<file path="src/rtl/pad_share_arbiter_if.sv">
// Pad-share bus: requester-side request/grant/data lanes plus the pad-cell side.
// The arbiter connects through the slave modport, the environment through master.
interface pad_share_arbiter_if #(
  parameter int NREQ    = 3,
  parameter int PADATTR = 16
);

  // Requester side
  logic [NREQ-1:0]         req_i;
  logic [NREQ-1:0]         gnt_o;
  logic [NREQ-1:0]         drv_i;
  logic [NREQ-1:0]         oe_i;
  logic [NREQ*PADATTR-1:0] attr_i;
  logic [NREQ-1:0]         rd_o;

  // Pad cell side
  logic                    pad_in_o;
  logic                    pad_oe_o;
  logic [PADATTR-1:0]      pad_attributes_o;
  logic                    pad_out_i;

  modport slave (
    input  req_i, drv_i, oe_i, attr_i, pad_out_i,
    output gnt_o, rd_o, pad_in_o, pad_oe_o, pad_attributes_o
  );

  modport master (
    output req_i, drv_i, oe_i, attr_i, pad_out_i,
    input  gnt_o, rd_o, pad_in_o, pad_oe_o, pad_attributes_o
  );

endinterface

</file>
<file path="src/rtl/pad_share_arbiter.sv">
// Time-shares one bidirectional pad cell between NREQ requesters.
// Round-robin ownership, optional preemption of a contended owner after
// MAX_HOLD cycles, and a forced output-enable-low gap of TURN_CYCLES on every
// change of owner so that two drivers can never overlap on the pad.
module pad_share_arbiter #(
  parameter int                 NREQ         = 3,
  parameter int                 PADATTR      = 16,
  parameter int                 TURN_CYCLES  = 2,
  parameter int                 MAX_HOLD     = 8,
  parameter logic [PADATTR-1:0] DEFAULT_ATTR = '0
) (
  input  logic               clk_i,
  input  logic               rst_ni,
  pad_share_arbiter_if.slave bus
);

  // Parameter legality is checked at elaboration time.
  if (NREQ < 2 || NREQ > 8) begin : g_bad_nreq
    $error("pad_share_arbiter: NREQ must be in 2..8");
  end
  if (TURN_CYCLES < 1) begin : g_bad_turn
    $error("pad_share_arbiter: TURN_CYCLES must be >= 1");
  end
  if (MAX_HOLD < 0) begin : g_bad_hold
    $error("pad_share_arbiter: MAX_HOLD must be >= 0");
  end

  localparam int OWN_W  = $clog2(NREQ);
  localparam int HOLD_W = (MAX_HOLD > 1) ? $clog2(MAX_HOLD) : 1;
  localparam int TURN_W = (TURN_CYCLES > 1) ? $clog2(TURN_CYCLES) : 1;

  localparam logic [HOLD_W-1:0] HOLD_LAST = HOLD_W'((MAX_HOLD > 0) ? MAX_HOLD - 1 : 0);
  localparam logic [TURN_W-1:0] TURN_LAST = TURN_W'(TURN_CYCLES - 1);

  typedef logic [OWN_W-1:0] own_t;

  typedef enum logic [1:0] {
    ST_IDLE  = 2'd0,
    ST_GRANT = 2'd1,
    ST_TURN  = 2'd2
  } state_t;

  state_t              state_q, state_d;
  own_t                own_q,   own_d;
  own_t                ptr_q,   ptr_d;
  logic [HOLD_W-1:0]   hold_q,  hold_d;
  logic [TURN_W-1:0]   turn_q,  turn_d;

  logic [NREQ-1:0]     gnt_vec;
  logic [PADATTR-1:0]  attr_arr [NREQ];
  logic                any_req;
  logic                others_pending;
  logic                preempt;
  logic                win_found;
  own_t                win_idx;
  logic [OWN_W:0]      rr_sum;

  // Unpack the flat attribute bus into one entry per requester.
  always_comb begin
    for (int i = 0; i < NREQ; i++) begin
      attr_arr[i] = bus.attr_i[i*PADATTR +: PADATTR];
    end
  end

  // Grant vector is a decode of registered state only, so it carries no
  // combinational path from the request inputs.
  always_comb begin
    gnt_vec = '0;
    if (state_q == ST_GRANT) begin
      gnt_vec[own_q] = 1'b1;
    end
  end

  assign any_req        = |bus.req_i;
  assign others_pending = |(bus.req_i & ~gnt_vec);
  assign preempt        = (MAX_HOLD != 0) && others_pending && (hold_q == HOLD_LAST);

  // Round-robin search: start just after the last winner and wrap to 0.
  // NOTE: every variable written here is given a value before any branch,
  // otherwise the tool would infer latches to hold the old value.
  always_comb begin
    win_found = 1'b0;
    win_idx   = '0;
    rr_sum    = '0;
    for (int k = 1; k <= NREQ; k++) begin
      rr_sum = {1'b0, ptr_q} + (OWN_W+1)'(k);
      if (rr_sum >= (OWN_W+1)'(NREQ)) begin
        rr_sum = rr_sum - (OWN_W+1)'(NREQ);
      end
      if (!win_found && bus.req_i[rr_sum[OWN_W-1:0]]) begin
        win_found = 1'b1;
        win_idx   = rr_sum[OWN_W-1:0];
      end
    end
  end

  // Next-state logic: IDLE -> GRANT -> TURN -> GRANT/IDLE.
  always_comb begin
    state_d = state_q;
    own_d   = own_q;
    ptr_d   = ptr_q;
    hold_d  = hold_q;
    turn_d  = turn_q;
    unique case (state_q)
      ST_IDLE: begin
        if (any_req) begin
          state_d = ST_GRANT;
          own_d   = win_idx;
          ptr_d   = win_idx;
          hold_d  = '0;
        end
      end
      ST_GRANT: begin
        hold_d = others_pending ? hold_q + 1'b1 : '0;
        // A released or preempted owner always passes through TURN, never
        // straight to the next owner.
        if (!bus.req_i[own_q] || preempt) begin
          state_d = ST_TURN;
          turn_d  = '0;
        end
      end
      ST_TURN: begin
        if (turn_q == TURN_LAST) begin
          if (any_req) begin
            state_d = ST_GRANT;
            own_d   = win_idx;
            ptr_d   = win_idx;
            hold_d  = '0;
          end else begin
            state_d = ST_IDLE;
          end
        end else begin
          turn_d = turn_q + 1'b1;
        end
      end
      default: begin
        state_d = ST_IDLE;
      end
    endcase
  end

  // State registers; reset gives requester 0 first priority.
  // NOTE: sequential state uses non-blocking assignments so every register
  // samples the pre-edge values regardless of statement order.
  always_ff @(posedge clk_i or negedge rst_ni) begin
    if (!rst_ni) begin
      state_q <= ST_IDLE;
      own_q   <= '0;
      ptr_q   <= own_t'(NREQ - 1);
      hold_q  <= '0;
      turn_q  <= '0;
    end else begin
      state_q <= state_d;
      own_q   <= own_d;
      ptr_q   <= ptr_d;
      hold_q  <= hold_d;
      turn_q  <= turn_d;
    end
  end

  // Pad cell drive: owner's signals in GRANT, safe idle values otherwise.
  always_comb begin
    bus.pad_oe_o         = 1'b0;
    bus.pad_in_o         = 1'b0;
    bus.pad_attributes_o = DEFAULT_ATTR;
    if (state_q == ST_GRANT) begin
      bus.pad_oe_o         = bus.oe_i[own_q];
      bus.pad_in_o         = bus.drv_i[own_q] & bus.oe_i[own_q];
      bus.pad_attributes_o = attr_arr[own_q];
    end
  end

  assign bus.gnt_o = gnt_vec;
  assign bus.rd_o  = {NREQ{bus.pad_out_i}} & gnt_vec;

endmodule

</file>
<file path="src/flat_wrapper.sv">
// flat-port wrapper written by rule: the top's interface ports become plain ports
module pad_share_arbiter_flat 
#(
  parameter int                 NREQ         = 3,
  parameter int                 PADATTR      = 16,
  parameter int                 TURN_CYCLES  = 2,
  parameter int                 MAX_HOLD     = 8,
  parameter logic [PADATTR-1:0] DEFAULT_ATTR = '0
)
  (clk_i, rst_ni, bus_req_i, bus_drv_i, bus_oe_i, bus_attr_i, bus_pad_out_i, bus_gnt_o, bus_rd_o, bus_pad_in_o, bus_pad_oe_o, bus_pad_attributes_o);
  pad_share_arbiter_if #(.NREQ(NREQ), .PADATTR(PADATTR)) bus_i ();
  input  logic clk_i;
  input  logic rst_ni;
  input wire logic [$bits(bus_i.req_i)-1:0] bus_req_i;
  input wire logic [$bits(bus_i.drv_i)-1:0] bus_drv_i;
  input wire logic [$bits(bus_i.oe_i)-1:0] bus_oe_i;
  input wire logic [$bits(bus_i.attr_i)-1:0] bus_attr_i;
  input wire logic [$bits(bus_i.pad_out_i)-1:0] bus_pad_out_i;
  output wire logic [$bits(bus_i.gnt_o)-1:0] bus_gnt_o;
  output wire logic [$bits(bus_i.rd_o)-1:0] bus_rd_o;
  output wire logic [$bits(bus_i.pad_in_o)-1:0] bus_pad_in_o;
  output wire logic [$bits(bus_i.pad_oe_o)-1:0] bus_pad_oe_o;
  output wire logic [$bits(bus_i.pad_attributes_o)-1:0] bus_pad_attributes_o;
  assign bus_i.req_i = bus_req_i;
  assign bus_i.drv_i = bus_drv_i;
  assign bus_i.oe_i = bus_oe_i;
  assign bus_i.attr_i = bus_attr_i;
  assign bus_i.pad_out_i = bus_pad_out_i;
  assign bus_gnt_o = bus_i.gnt_o;
  assign bus_rd_o = bus_i.rd_o;
  assign bus_pad_in_o = bus_i.pad_in_o;
  assign bus_pad_oe_o = bus_i.pad_oe_o;
  assign bus_pad_attributes_o = bus_i.pad_attributes_o;
  pad_share_arbiter #(.NREQ(NREQ), .PADATTR(PADATTR), .TURN_CYCLES(TURN_CYCLES), .MAX_HOLD(MAX_HOLD), .DEFAULT_ATTR(DEFAULT_ATTR)) u_core (.clk_i(clk_i), .rst_ni(rst_ni), .bus(bus_i));
endmodule
</file>
<file path="config.mk">
export PLATFORM = sky130hd
export DESIGN_NAME = pad_share_arbiter_flat
export DESIGN_NICKNAME = d
export VERILOG_FILES = /design/src/rtl/pad_share_arbiter_if.sv /design/src/rtl/pad_share_arbiter.sv /design/src/flat_wrapper.sv
export SDC_FILE = /design/constraint.sdc
export NUM_CORES = 1
export LEC_CHECK = 0
export ABC_AREA = 1
export ABC_CLOCK_PERIOD_IN_PS = 2900
export CORE_ASPECT_RATIO = 2
export CORE_MARGIN = 8
export CORE_UTILIZATION = 37
export CTS_CLUSTER_DIAMETER = 50
export DETAILED_ROUTE_END_ITERATION = 10
export PLACE_DENSITY = 0.87
export SETUP_SLACK_MARGIN = 0.2
export SLEW_MARGIN = 20
export SYNTH_ARGS = -nofsm -noshare
export SYNTH_HDL_FRONTEND = slang
export SYNTH_SLANG_ARGS = --single-unit
</file>
<file path="constraint.sdc">
create_clock -name clk_i -period 2.9 [get_ports clk_i]
set_input_delay 0.58 -clock clk_i [delete_from_list [all_inputs] [get_ports clk_i]]
set_output_delay 0.58 -clock clk_i [all_outputs]
set_load 0.01 [all_outputs]
</file>
-- After elaboration in Yosys (flattened, before gate mapping)
Cells that the tools add are included.
- bits of input ports: 60
- bits in read-only memories: 0
- word-level logic and storage cells: 98
- bits in writable memories: 0
- bits in latches: 0
- memories kept: 0
- output and inout port bits: 24
- flip-flop bits (word level): 10
- bitwise gates (word level): 5
- multiply operators: 0
- reduce and logical (&&, ||, !) cells: 18
- eq/ne operators: 6
- divide/modulo/power cells: 0
- magnitude comparators: 9
- add/subtract/negate cells: 8
- muxes and demuxes: 47
- shift operators: 0
- operators by type and width (cell ; count):
    16-bit 2-to-1 mux ; 3
    16-bit binary-select mux with 2-bit select ; 1
    2-bit 2-to-1 mux ; 13
    1-bit 2-to-1 mux ; 14
    1-bit binary-select mux with 2-bit select ; 6
    2-bit by 3-bit < comparator with 1-bit output, second input constant ; 4
    3-bit 2-to-1 mux ; 4
    3-bit by 2-bit greater-or-equal comparator with 1-bit output, second input constant ; 3
    3-bit case mux with 3 select lines ; 1
    2-bit case mux with 2 select lines ; 2
    2-bit by 2-bit adder with 3-bit output, second input constant ; 2
    3-bit bitwise AND ; 2
    2-bit case mux with 3 select lines ; 1
    2-bit AND reduction ; 3
    3-bit OR reduction ; 2
    2-bit subtractor, second input constant ; 3
    1-bit logical AND ; 4
    2-bit by 1-bit inequality test with 1-bit output, second input constant ; 2
    2-bit nonzero test ; 2
    2-bit by 1-bit adder with 3-bit output, second input constant ; 1
    3-bit by 1-bit adder with 3-bit output, second input constant ; 1
    3-bit equality test, second input constant ; 1
    3-bit greater-or-equal comparator, second input constant ; 1
    1-bit logical NOT ; 3
    other kinds (14) ; 14

-- Depth between registers and ports, before layout
- depth after elaboration: 15
- mapped depth: 12
- mapped depth without buffers: 12

-- Least setup slack after synthesis
Ideal clock, no wire load.
- path type: flip-flop to output port
- from: register u_core.own_q[0]
- to: output bus_pad_in_o
- buffers on the path: 1
- data required time: 2.320 ns
- arrival: 1.278 ns
- path slack: 1.042 ns
- cell stages (with the launch flop): 5
- cell sequence: dfrtp_1 nor2_2 clkbuf_1 nand2_1 a31oi_1
- word-level cells in the longest chain between the ends: 4
- elaborated cells on any way between the ends: 6
- classes of those cells: mux: 5; bitwise: 1
- ends and longest elaborated chain (element ; RTL line ; RTL):
    start: declaration ; pad_share_arbiter.sv:44 ; own_t own_q, own_d;
    start signal: assignment ; pad_share_arbiter.sv:154 ; own_q <= own_d;
    1-bit binary-select mux with 2-bit select ; pad_share_arbiter.sv:168 ; bus.pad_in_o = bus.drv_i[own_q] & bus.oe_i[own_q];
    1-bit 2-to-1 mux (implied by the code) ; pad_share_arbiter.sv:168 ;
    1-bit bitwise AND * ; pad_share_arbiter.sv:168 ;
    1-bit 2-to-1 mux * ; pad_share_arbiter.sv:166 ; if (state_q == ST_GRANT) begin
    end: declaration ; flat_wrapper.sv:21 ; output wire logic [$bits(bus_i.pad_in_o)-1:0] bus_pad_in_o;
Every way passes the cells marked *; elsewhere a longest branch is shown, timed or not. The select of a mux whose other input is x is not followed.

-- Worst setup path in the final report
Same ends and word-level chain as after synthesis.

==> results <==
- 84 I/O pins were placed.
- The power per unit of standard cell area is roughly 840 mW/mm^2.
- The element type at the critical path end is a primary output.
- The min-delay analysis places its worst path in the category reg -> reg.
- The final clock period utilization by the worst path is 0.892.
- The clock transition at the register clock pins on the worst setup and hold paths after CTS is 0.05 ns.
- The analysis attributes to cell leakage a power of ~1.1 nW.
- The number of sinks driven by the clock tree is 9.
- The post-placement setup slack is between 0.3 and 0.4 ns.
- Setup repair after global routing left no endpoint under its margin.
- The synthesis-to-layout area growth is 84.9%.
- In this run the remaining antenna-violating nets after routing total 0.
- In the synthesized netlist, the number of instances is 213.
- For this run, the register share of the synthesized area comes to 0.200.
- The most used flip-flop cell after synthesis is dfrtp_1.
- The number of max-slew violations in the final report came to 0.
- The die boundary height is 94.3 um.
- Derived from the worst setup path, the maximum achievable clock frequency is between 0.3 and 0.4 GHz.
- After synthesis the netlist holds a flip-flop and latch count of 9.
- Together, buffers and inverters on the worst path number 3.
- For this run, global-route usage on met1 was measured as 0.161.
- The clock share of power is 0.084.
- The synthesized netlist occupies a cell area of ~0.0011 sq mm.
- The arrival time reported for the critical path endpoint is 2.01 ns.
- The worst voltage drop across the vdd grid is 572 uV.
- The net switching fraction of the power is 0.488.
- Counting every net in the synthesized netlist gives ~280.
- The clock latency on the worst-skew pair is 0.24 ns.
- In this run the horizontal extent of the chip is about 55 um.
- The run finished with clean final reports.
- The leading area contributor after synthesis is nand2_1.
- met2 is the most crowded layer.
- The initial DRC count is 28.
- The first global-routing pass estimated 7.00 mm of wire.
- TritonCTS built the clock tree.
- The post-detailed-routing wire length is 4.41 mm.
- Of the cells placed in the final design, the portion with a size suffix greater than 1 is 0.0990.
- The routed layout has around 1600 vias.
- The total of max-cap violations is 0.
- The pre-antenna-repair detailed-routing pass consisted of 4 iterations.
- Synthesis instantiated 18 different standard cells from the library.
- The clock period minus final worst setup slack is approximately 2.6 ns.
- In this run, synthesis inferred 0 flip-flops with an integrated enable.
- For this run, the slowest stage of the critical path takes around 0.57 ns.
- The die outline area is around 0.0052 sq mm.
- The root buffer cell chosen for the clock tree is clkbuf_8.
- Entering global routing, the biggest net connects 11 pins.
- The hold-fix buffer count after cts is 0.
- The data required time at the worst endpoint is 2.32 ns.
- The slowest cell on the critical path is clkdlybuf4s50_1.
- The final weighted congestion in routability-driven placement is about 0.86.
- The relative slew slack is 0.733.
- The via count of the first global-routing pass is between 1500 and 2000.
- The leftover overflow at the end of global routing is 0.
- In the global route stage, overall resource usage came out at 0.171.
- By area the synthesized netlist is led by nand2_1 (38%), dfrtp_1 (18%), nand3_1 (11%).
- Of all flip-flops after synthesis, the portion carrying an async set or reset was 1.00.
- After synthesis, the most frequently instantiated cells are nand2_1 (114), nand3_1 (26), inv_1 (24).
- After detailed routing, the average wire length per cell comes to 13.3 um.
- Along the worst path, the maximum fanout reaches 7.
- The slew of the pin with the lowest slew margin is 0.399 ns.
- The initial antenna violation count is 0.
- The per-cell via count in the routed design is around 4.8.
- Traced cell by cell, the critical path runs through inv_2, nor2_4, buf_4, nand2_1, a31oi_1, clkdlybuf4s50_1.
- The initial utilization of the core area, before any placement, comes to 0.386.
- The maximum level of the CTS H-tree is 1.
- The family with the most delay on the worst path is buffers and inverters.
- Setup total negative slack on the finished layout was measured at 0 ns.
- The internal portion of the total power is just over 0.0009 W.
- The worst setup path is launched from a flop.
- The number of buffers on the longest clock path is 2.
- The routing usage on met3 is 0.0667.
- Detailed placement ended at an HPWL of between 3 and 4 mm.
- The share of total power dissipated in sequential elements is 0.143.
- The core region is 0.00294 sq mm.
- The area share of the leading cell type in the synthesized netlist is 0.377.
- The proportion of power drawn by combinational gates is 0.773.
- Among all cell types in the netlist, the one instantiated most often is nand2_1.
- The repair_antennas step left the layout with diodes totalling 0.
- Yosys printed 0 warnings.
- Setup violations remaining at the end of the flow were counted as 0.
- The count of buffers from port buffering is slightly above 80.
- The floorplan has 28 rows.
- The switching power of the nets is 0.000862 W.
- The worst setup path is of the reg -> out kind.
- Counting the fill cells in the layout gives ~240.
- The total count of hold-check failures in the final report came to 0.
- Setup slack closes at about 0.31 ns.
- For the final database, setup skew stands at 0.00492 ns.
- For met2 alone, demand over resource in global routing was 0.319.
- The final layout contains 369 nets.
- In this run, CTS created clock tree buffers numbering 3.
- The remaining design rule violation count is 0.
- The per-instance average area after synthesis is 5.33 sq um.
timing repair:
action	CTS	global route
endpoints found under the setup margin	2	7
pin swaps	1	0
buffers inserted	3	1
gates resized for setup	3	1
tightest hold or removal path, cell delays in order (launching register included):
cell and delay (ns):
dfstp_2 0.37, nand2_1 0.06, nand2_1 0.05
final timing paths:
kind | start | endpoint | slack [ns] | cells past startpoint
worst min-delay path | u_core.ptr_q[1]$_DFFE_PN1P_ | u_core.ptr_q[1]$_DFFE_PN1P_ | 0.49 | 2
max in group asynchronous | rst_ni | u_core.ptr_q[1]$_DFFE_PN1P_ | 1.95 | 1
worst min register to register | u_core.ptr_q[1]$_DFFE_PN1P_ | u_core.ptr_q[1]$_DFFE_PN1P_ | 0.49 | 2
worst max-delay path | u_core.own_q[0]$_DFFE_PN0P_ | bus_pad_in_o | 0.31 | 6
worst max register to register | u_core.ptr_q[1]$_DFFE_PN1P_ | u_core.own_q[1]$_DFFE_PN0P_ | 0.98 | 10
min in group asynchronous | rst_ni | u_core.hold_q[1]$_DFFE_PN0P_ | 0.64 | 1
cell usage in the layout, fill, tap and decap left out, drive strengths merged, types with 2 or more instances in the layout:
cell | synthesis | routed
nand2 | 119 | 119
clkdlybuf4s50 | 0 | 83
clkbuf | 1 | 3
a31oi | 2 | 2
o21ai | 6 | 6
dfrtp | 8 | 8
nor2 | 10 | 10
buf | 4 | 8
nand3 | 27 | 27
ha | 5 | 5
inv | 29 | 29
power by group through the flow:
stage               Sequential (W)  Clock, W  Combinational, W
floorplan                 0.000233         0          0.000785
global placement          0.000242         0           0.00130
detailed placement        0.000244         0           0.00132
CTS                       0.000252  0.000147           0.00136
global route              0.000261  0.000152           0.00152
finish                    0.000252  0.000148           0.00137
final cells by class:
| class | instances | area [sq um] | share of cell area |
|---|---|---|---|
| Timing Repair Buffer | 91 | 891 | 0.425 |
| Multi-Input combinational cell | 170 | 786 | 0.374 |
| Sequential cell | 9 | 229 | 0.109 |
| Inverter | 29 | 109 | 0.0519 |
| Clock buffer | 3 | 41.3 | 0.0197 |
| Tap cell | 30 | 37.5 | 0.0179 |
| Clock inverter | 1 | 5.00 | 0.00239 |
layer usage:
| layer | routed length [um] | part of all wire |
|---|---|---|
| met4 | 61 | 0.014 |
| met5 | 0 | 0 |
| met2 | 2420 | 0.55 |
| met1 | 1500 | 0.34 |
| met3 | 427 | 0.097 |
cell families after synthesis:
family	count (synthesis)	share of synthesized area
and+or+nand+nor	157	0.591
buffers and inverters	34	0.117
DFF	9	0.200
AOI/OAI and AO/OA	8	0.0375
adders and majority gates	5	0.0551
registers in the layout, indices dropped and copies added (netlist names):
name	flops
u_core.state_q	2
u_core.ptr_q	1
u_core.turn_q	1
u_core.hold_q	3
u_core.own_q	2
through the flow:
stage / util / power, W / hold WS (ns) / cell area, sq um / cells
after floorplan: - / 0.00102 / 0.284 / 1130 / 213
after global placement: 0.683 / 0.00154 / 0.460 / 2010 / 325
after detailed placement: 0.683 / 0.00156 / 0.469 / 2010 / 325
after CTS: 0.710 / 0.00176 / 0.490 / 2090 / 332
after global routing: 0.713 / 0.00193 / 0.516 / 2100 / 333
final: 0.713 / 0.00177 / 0.488 / 2100 / 333
No activity file was read; power rests on OpenSTA's default activity.
==> RTL change: new RTL, same flow settings <==
`MAX_HOLD` is set to 8 in 2 places; all go to 4.
--- a/src/rtl/pad_share_arbiter.sv
+++ b/src/rtl/pad_share_arbiter.sv
@@ -7,5 +7,5 @@
   parameter int                 PADATTR      = 16,
   parameter int                 TURN_CYCLES  = 2,
-  parameter int                 MAX_HOLD     = 8,
+  parameter int                 MAX_HOLD     = 4,
   parameter logic [PADATTR-1:0] DEFAULT_ATTR = '0
 ) (
--- a/src/flat_wrapper.sv
+++ b/src/flat_wrapper.sv
@@ -5,5 +5,5 @@
   parameter int                 PADATTR      = 16,
   parameter int                 TURN_CYCLES  = 2,
-  parameter int                 MAX_HOLD     = 8,
+  parameter int                 MAX_HOLD     = 4,
   parameter logic [PADATTR-1:0] DEFAULT_ATTR = '0
 )
Behaviour: not the same (a bounded check fails within 10 cycles, from zero or initial values and one cycle with rst_ni low).
==> RTL change against the original RTL <==
- power shrank 1.3%
- worst setup slack improved by 0.043 ns
- count of clock-buffer cells in the layout increased by 1
- maximum frequency is 1.7% higher
- final area decreased by 4.2%
- wire length is 3.8% higher
- first-iteration DRC count decreased by 36%
- largest power group unchanged
- synthesized area is 7.4% lower
- sequential cell count shrank 1
- die area down 5.7%
==> RTL change: results (changes against the original RTL) <==
\begin{tabular}{lr}
\hline
Metric & Value \\
\hline
\multicolumn{2}{l}{\textbf{Outcome}} \\
\quad Outcome & completed \\
\multicolumn{2}{l}{\textbf{Layout}} \\
\quad Layout net count & 362 (-1.9\%) \\
\quad Clock buffer count & 4 (+1) \\
\quad Leading registers by flop count & u\_core.hold\_q: 2 flops, u\_core.own\_q: 2 flops, u\_core.state\_q: 2 flops \\
\quad Area used by sequential logic in the layout & 203 um2 (-11\%) \\
\quad Total number of multi-input combinational cells & 163 (-4.1\%) \\
\quad Logic inverters & 31 (+6.9\%) \\
\multicolumn{2}{l}{\textbf{CTS}} \\
\quad Count of buffers added by post-CTS timing repair for setup & 0 (-3) \\
\quad Post-CTS Resized & 0 (-3) \\
\quad Clock net sink count & 8 (-1) \\
\multicolumn{2}{l}{\textbf{Setup path}} \\
\quad Critical Path AT & 1.96 ns (-0.05 ns) \\
\quad Worst reg-to-reg setup slack & 1.02 ns (+0.04 ns) \\
\quad Capturing instance or port of the critical path & bus\_pad\_attributes\_o[4] \\
\multicolumn{2}{l}{\textbf{Routing}} \\
\quad DR WL/cell & 14.0 um (+6.0\%) \\
\quad Routed wl met2 & 2360 um (-2.4\%) \\
\quad DRC marker count from the first detailed-route iteration & 18 (-36\%) \\
\quad Met3 wire length & 461 um (+8.0\%) \\
\quad Number of iterations in the first detailed-routing pass & 6 (+2) \\
\quad Detailed-route wire length on metal 1 & 1690 um (+12\%) \\
\quad Post-detailed-route via-to-cell ratio & 4.91 (+2.7\%) \\
\multicolumn{2}{l}{\textbf{Power and ir drop}} \\
\quad Internal portion of total power & 899 uW (-0.64\%) \\
\quad Power attributed to sequential cells & 235 uW (-7\%) \\
\quad Static leakage power & 0.00104 uW (-5.4\%) \\
\multicolumn{2}{l}{\textbf{Place}} \\
\quad Estimated wirelength of the detail-placed design & 3950 um (+6.2\%) \\
\quad GPL Wtd Cong & 0.965 (+12\%) \\
\multicolumn{2}{l}{\textbf{Timing}} \\
\quad Clock Skew & 0.00363 ns (-0.00128 ns) \\
\quad Actual slew at the worst max-slew pin & 0.367 ns (-0.0318 ns) \\
\multicolumn{2}{l}{\textbf{GRT}} \\
\quad Global-route total usage across every layer & 18.2\% (+1.1 points) \\
\quad Maximum number of pins on one net before global-route repair & 15 (+4) \\
\quad Met1 usage in global routing & 18.3\% (+2.1 points) \\
\quad Met2 usage in global routing & 33.6\% (+1.7 points) \\
\quad Via count of the first global-routing pass & 1,566 (-6.7\%) \\
\multicolumn{2}{l}{\textbf{Synth}} \\
\quad Leading post-synthesis cells by instance count & nand2\_1 (109), nand3\_1 (26), inv\_1 (22) \\
\quad Synth area leaders & nand2\_1 (39\%), dfrtp\_1 (17\%), nand3\_1 (12\%), inv\_1 (7.9\%), ha\_1 (4.8\%) \\
\quad Post-Syn Nets & 270 (-2.9\%) \\
\multicolumn{2}{l}{\textbf{Worst hold path}} \\
\quad Hold path startpoint & u\_core.hold\_q[0]\$\_DFFE\_PN0P\_ \\
\quad Hold Path End & u\_core.hold\_q[0]\$\_DFFE\_PN0P\_ \\
\hline
\end{tabular}
## RTL change: critical path: cells and delay by family (launching register included)
family / cells / cell delay (ns)
buf+inv: 3 / 0.82
simple gates: 4 / 0.45
flops: 1 / 0.46
## RTL change: per-stage QoR
step           cells  cell area (um2)  power (uW)  hold slack, ns  setup WS [ns]
2_1_floorplan    206             1050        1020           0.284           1.08
3_3_place_gp     318             1930        1530           0.465          0.399
3_5_place_dp     318             1930        1550           0.473          0.392
4_1_cts          322             1970        1710           0.477          0.228
5_1_grt          326             2010        1920           0.496          0.201
6_report         326             2010        1740           0.469          0.358
## RTL change: logic make-up (layout without fill, tap and decap cells)
| logic type | after synthesis | count (layout) | synth area share (%) |
|---|---|---|---|
| simple gates | 148 | 148 | 57.6 |
| flops | 8 | 8 | 19.2 |
| buf+inv | 35 | 126 | 12.9 |
| fa+ha+maj | 4 | 4 | 4.76 |
| compound gates | 11 | 11 | 5.60 |
